**src/rtl/cache_controller.sv**
```systemverilog
// Command sequencer for the cache storage array: accepts GET/SET/DEL requests,
// drives registered read/delete/write strobes and returns a status/value response.
module cache_controller #(
  parameter int NUM_ENTRIES = 16,
  parameter int KEY_WIDTH   = 16,
  parameter int VALUE_WIDTH = 64,
  localparam int CW = $clog2(NUM_ENTRIES + 1)
) (
  input  logic                   clk,
  input  logic                   rst_n,
  input  logic                   req_valid,
  output logic                   req_ready,
  input  logic [1:0]             req_op,
  input  logic [KEY_WIDTH-1:0]   req_key,
  input  logic [VALUE_WIDTH-1:0] req_value,
  output logic                   resp_valid,
  input  logic                   resp_ready,
  output logic [1:0]             resp_status,
  output logic [VALUE_WIDTH-1:0] resp_value,
  output logic                   mem_write,
  output logic                   mem_read,
  output logic                   mem_delete,
  output logic [KEY_WIDTH-1:0]   mem_key,
  output logic [VALUE_WIDTH-1:0] mem_value,
  input  logic [VALUE_WIDTH-1:0] mem_value_out,
  input  logic                   mem_hit,
  output logic [CW-1:0]          entry_count,
  output logic [2:0]             state_dbg
);

  // Handshakes: a transfer happens on a rising edge where valid && ready;
  // the sender holds its payload stable from raising valid until that edge.

  typedef enum logic [2:0] {
    IDLE    = 3'd0,
    LOOKUP  = 3'd1,
    DELETE  = 3'd2,
    WRITE   = 3'd3,
    RESPOND = 3'd4
  } state_t;

  localparam logic [1:0] OP_GET = 2'd0;
  localparam logic [1:0] OP_SET = 2'd1;
  localparam logic [1:0] OP_DEL = 2'd2;

  localparam logic [1:0] ST_OK   = 2'd0;
  localparam logic [1:0] ST_NF   = 2'd1;
  localparam logic [1:0] ST_FULL = 2'd2;
  localparam logic [1:0] ST_ERR  = 2'd3;

  localparam logic [CW-1:0] COUNT_MAX = CW'(NUM_ENTRIES);

  state_t     state;
  logic [1:0] op_q;
  logic       set_miss_q;

  assign req_ready = (state == IDLE);
  assign state_dbg = state;

  always_ff @(posedge clk or negedge rst_n) begin
    if (!rst_n) begin
      state       <= IDLE;
      op_q        <= OP_GET;
      set_miss_q  <= 1'b0;
      entry_count <= '0;
      mem_read    <= 1'b0;
      mem_write   <= 1'b0;
      mem_delete  <= 1'b0;
      mem_key     <= '0;
      mem_value   <= '0;
      resp_valid  <= 1'b0;
      resp_status <= ST_OK;
      resp_value  <= '0;
    end else begin
      // Strobes are single-cycle pulses; each state re-arms the next one.
      mem_read   <= 1'b0;
      mem_write  <= 1'b0;
      mem_delete <= 1'b0;
      case (state)
        IDLE: begin
          if (req_valid) begin
            op_q       <= req_op;
            mem_key    <= req_key;
            mem_value  <= req_value;
            set_miss_q <= 1'b0;
            if (req_op == ST_ERR) begin
              state       <= RESPOND;
              resp_valid  <= 1'b1;
              resp_status <= ST_ERR;
              resp_value  <= '0;
            end else begin
              state    <= LOOKUP;
              mem_read <= 1'b1;
            end
          end
        end
        LOOKUP: begin
          case (op_q)
            OP_GET: begin
              state       <= RESPOND;
              resp_valid  <= 1'b1;
              resp_status <= mem_hit ? ST_OK : ST_NF;
              resp_value  <= mem_hit ? mem_value_out : '0;
            end
            OP_DEL, OP_SET: begin
              if (mem_hit) begin
                state      <= DELETE;
                mem_delete <= 1'b1;
              end else if (op_q == OP_DEL) begin
                state       <= RESPOND;
                resp_valid  <= 1'b1;
                resp_status <= ST_NF;
                resp_value  <= '0;
              end else if (entry_count >= COUNT_MAX) begin
                state       <= RESPOND;
                resp_valid  <= 1'b1;
                resp_status <= ST_FULL;
                resp_value  <= '0;
              end else begin
                state      <= WRITE;
                mem_write  <= 1'b1;
                set_miss_q <= 1'b1;
              end
            end
            default: begin
              state       <= RESPOND;
              resp_valid  <= 1'b1;
              resp_status <= ST_ERR;
              resp_value  <= '0;
            end
          endcase
        end
        DELETE: begin
          // A SET that hit goes through delete-then-write, keeping the count.
          if (op_q == OP_SET) begin
            state     <= WRITE;
            mem_write <= 1'b1;
          end else begin
            if (entry_count != '0) entry_count <= entry_count - CW'(1);
            state       <= RESPOND;
            resp_valid  <= 1'b1;
            resp_status <= ST_OK;
            resp_value  <= '0;
          end
        end
        WRITE: begin
          if (set_miss_q && entry_count < COUNT_MAX) entry_count <= entry_count + CW'(1);
          state       <= RESPOND;
          resp_valid  <= 1'b1;
          resp_status <= ST_OK;
          resp_value  <= '0;
        end
        RESPOND: begin
          if (resp_ready) begin
            state       <= IDLE;
            resp_valid  <= 1'b0;
            resp_status <= ST_OK;
            resp_value  <= '0;
          end
        end
        default: state <= IDLE;
      endcase
    end
  end

endmodule

```
**config.mk**
```make
export PLATFORM = sky130hd
export DESIGN_NAME = cache_controller
export DESIGN_NICKNAME = d
export VERILOG_FILES = /design/src/rtl/cache_controller.sv
export SDC_FILE = /design/constraint.sdc
export NUM_CORES = 1
export LEC_CHECK = 0
export BUFFER_PORTS_ARGS = -buffer_cell sky130_fd_sc_hd__buf_2
export CAP_MARGIN = 20
export CELL_PAD_IN_SITES_DETAIL_PLACEMENT = 1
export CELL_PAD_IN_SITES_GLOBAL_PLACEMENT = 1
export CORE_ASPECT_RATIO = 1.5
export CORE_MARGIN = 3
export CORE_UTILIZATION = 39
export CTS_CLUSTER_SIZE = 30
export DETAILED_ROUTE_END_ITERATION = 8
export PLACE_DENSITY_LB_ADDON = 0.1
export SETUP_SLACK_MARGIN = 0.02
export SYNTH_ARGS = -nofsm -noshare
export SYNTH_HDL_FRONTEND = slang
export SYNTH_SLANG_ARGS = --single-unit
```
**constraint.sdc**
```tcl
create_clock -name clk -period 3.52 [get_ports clk]
set_input_delay 0.176 -clock clk [delete_from_list [all_inputs] [get_ports clk]]
set_output_delay 0.176 -clock clk [all_outputs]
set_load 0.005 [all_outputs]
```
==> metrics.yaml <==
floorplanning:
  die_area_sq_um: 19120
  row_count: 58
  fp.coreArea_sq_um: 16980
  die_height_microns: 167.9
  die_w_microns: 113.9
  pin_count: 310
  start_util_pct: 40.11
power:
  p_leak_nw: 5.408
  p_clk_share_pct: 25.2
  power.switching_w: 0.002671
  internal-power_w: 0.005176
  combPwrFrac_pct: 37.3
  vdd_drop_max_uv: 518.8
  p_per_area_nw_per_um2: 742.9
  pwr-share-seq_pct: 37.4
  finalPower_w: 0.007847
  sw_frac_of_total_pct: 34.04
job:
  drv_cap: 0
synthesis:
  ys.flop_type: "dfrtp_1"
  synth_cell_type_count: 39
  async_flop_share_pct: 100.0
  yosysTopAreaCellShare_pct: 59.15
  synth_edf_count: 0
  synth_seq_cells: 161
  avgSynthCellArea_sq_um: 12.52
  synth.area.top_cells: "dfrtp_1 59%, mux2i_1 9.7%, mux2_1 9.6%"
  postSynthCellCount: 544
  yosys.area.top_type: "dfrtp_1"
  syn-cell-area_sq_um: 6812
  seq_area_frac_synth_pct: 59.15
  syn-num-nets: 701
  synth_warnings: 0
hold_path:
  holdCritPathClass: "input port to flop"
  hold_start: "req_key[5]"
  hold_end: "mem_key[5]"
  worstHoldPathCells: 2
routing:
  ant_nets: 0
  wl_mm: 24.85
  first_pass_iters: 4
  dr.first_iter.drc_count: 202
  via_per_inst: 4.888
  wl_per_cell_microns: 20.42
  num_vias: 5949
  drc: 0
placed_design:
  numPortBuffers: 309
  gp_congestion: 0.8266
  dp_hpwl_mm: 15.10
global_route:
  antenna_found_initial: 4
  use_met3_pct: 6.472
  busiest_layer: "met2"
  grt_pass1_vias: 6992
  grt_pass1_wl_mm: 38.29
  use_met1_pct: 25.42
  grt_start_max_net_pins: 85
  grt_usage_pct: 26.06
  met2_usage_pct: 49.32
  grt_overflow: 0
timing:
  hold_viol: 0
  max_freq_mhz: 426.5
  maxSlewViolCount: 0
  setup_tns_ns: 0
  max_slew.worst_pin.slew_ns: 0.7086
  rsz0062_at_grt: "no"
  max_slew_margin_pct: 52.76
  fin_skew_ns: 0.008639
  setup_viol: 0
  min_period_ns: 2.345
  fin_crit_sh_pct: 66.61
clock_tree:
  cts.sinks: 161
  ctsResizeCount: 0
  path_clk_slew_ns: 0.06
  htree_levels: 4
  cts_tree: "done"
  cts-root-buf: "clkbuf_16"
  clkLatencyLatePin_ns: 0.43
  clock_path_buffers: 2
  cts_setup_buffers: 0
  cts_inserted_buffers: 17
worst_setup_path:
  ff2ff_setup_slack_ns: 1.18
  worstSetupStartpointType: "flop"
  critPathKind: "flop to flop"
  reg2reg_from: "state_dbg[0]"
  cp.arrival_ns: 2.65
  worst-path-max-fanout: 42
  worstReg2RegEnd: "resp_status[0]"
  cp-end-kind: "flop"
  worstPathRequired_ns: 3.82
  r2r_cells: 5
cells_and_area:
  drive_gt1_share_pct: 37.59
  syn_to_final_growth_pct: 55.07
  fin_nets: 1147
status:
  status: "complete, no violations"
cells by family after synthesis:
group / share of synthesized area (%)
adder cells (fa/ha/maj): 1.102
XOR/XNOR: 0.5143
buffers and inverters: 6.521
AND/OR/NAND/NOR: 6.925
multiplexers: 23.42
AO/OA/AOI/OAI: 2.370
flip-flops: 59.15
per-layer routing:
layer / vias to the layer above / part of all wire [%]
li1: 2680 / -
met5: - / 0
met3: 73 / 5.8
met4: 0 / 5.0
met2: 250 / 55
met1: 2946 / 34
synth_stat cells, types with 3 or more instances:
master     n
a21oi_1    7
mux2_2    25
and3_1     3
buf_2     13
nor2_1     7
mux2i_1   66
nand2_1   73
inv_1     69
o21ai_0    7
xor2_1     4
ha_1       6
nor3_1     3
mux2_1    58
buf_4     11
dfrtp_1  161
timing repair:
action	CTS	global route
endpoints found under the setup margin	0	0
hold buffers	138	0
hold endpoints to repair	205	0
power groups by stage:
stage	combinational, W	sequential [W]	clock, W
floorplan	0.00164	0.00288	0
global placement	0.00263	0.00286	0
detailed placement	0.00274	0.00291	0
CTS	0.00289	0.00289	0.00202
global route	0.00318	0.00302	0.00211
finish	0.00293	0.00294	0.00198
cells in the final DEF, fill, tap and decap left out, types with 2 or more instances in the layout:
master and n:
buf_2 308, dfrtp_1 161, dlygate4sd3_1 138, nand2_1 73, inv_1 69, mux2i_1 66
mux2_1 58, mux2_2 25, clkbuf_16 17, a21oi_1 7, nor2_1 7, o21ai_0 7
ha_1 6, diode_2 4, xor2_1 4, bufinv_16 4, buf_4 4, and3_1 3
nor3_1 3, clkinvlp_4 3, buf_12 3, nand3_1 2, and2b_1 2, and3b_1 2
o21ai_1 2, a311oi_1 2, clkbuf_1 2, clkinv_2 2
sequential cells by signal, indices dropped and copies added (netlist names):
| name | cells |
|---|---|
| op_q | 2 |
| set_miss_q | 1 |
| entry_count | 5 |
| state_dbg | 3 |
| resp_status | 2 |
| mem_write | 1 |
| mem_read | 1 |
| resp_valid | 1 |
| mem_key | 16 |
| resp_value | 64 |
| mem_delete | 1 |
| mem_value | 64 |
worst max-delay path by stage:
stage,cells past startpoint,slack [ns],end,startpoint
global route,7,1.01,entry_count[4],state_dbg[0]
floorplan,9,1.50,entry_count[4],state_dbg[0]
global placement,3,1.29,mem_value[42],state_dbg[0]
finish,5,1.18,resp_status[0],state_dbg[0]
detailed placement,7,1.19,resp_status[0],op_q[0]
CTS,3,1.13,mem_value[33],state_dbg[2]
worst max-delay path: stages (launching register included):
cell	delay [ns]
dfrtp_1	0.67
nor2_1	0.19
and3_1	0.27
a21oi_4	0.39
buf_12	0.35
mux2_1	0.35
through the flow:
stage	utilization, %	setup slack [ns]	hold WS [ns]	cell area, sq um	std cells
floorplan	-	1.499	-0.1196	6812	544
global placement	50.19	1.287	0.2244	8523	1042
detailed placement	50.19	1.190	0.2299	8523	1042
CTS	62.02	1.128	0.002579	10530	1212
global route	62.20	1.015	0.0008076	10560	1217
finish	62.20	1.175	0.01816	10560	1217
layout make-up:
class	instances	area (sq um)
Inverter	69	259.0
Multi-Input combinational cell	287	2350
Clock buffer	20	446.7
Tap cell	210	262.8
Antenna cell	4	10.01
Sequential cell	161	4029
Fill cell	1828	6419
Timing Repair Buffer	454	3024
Clock inverter	12	181.4
Power figures use the tool's default switching activity.
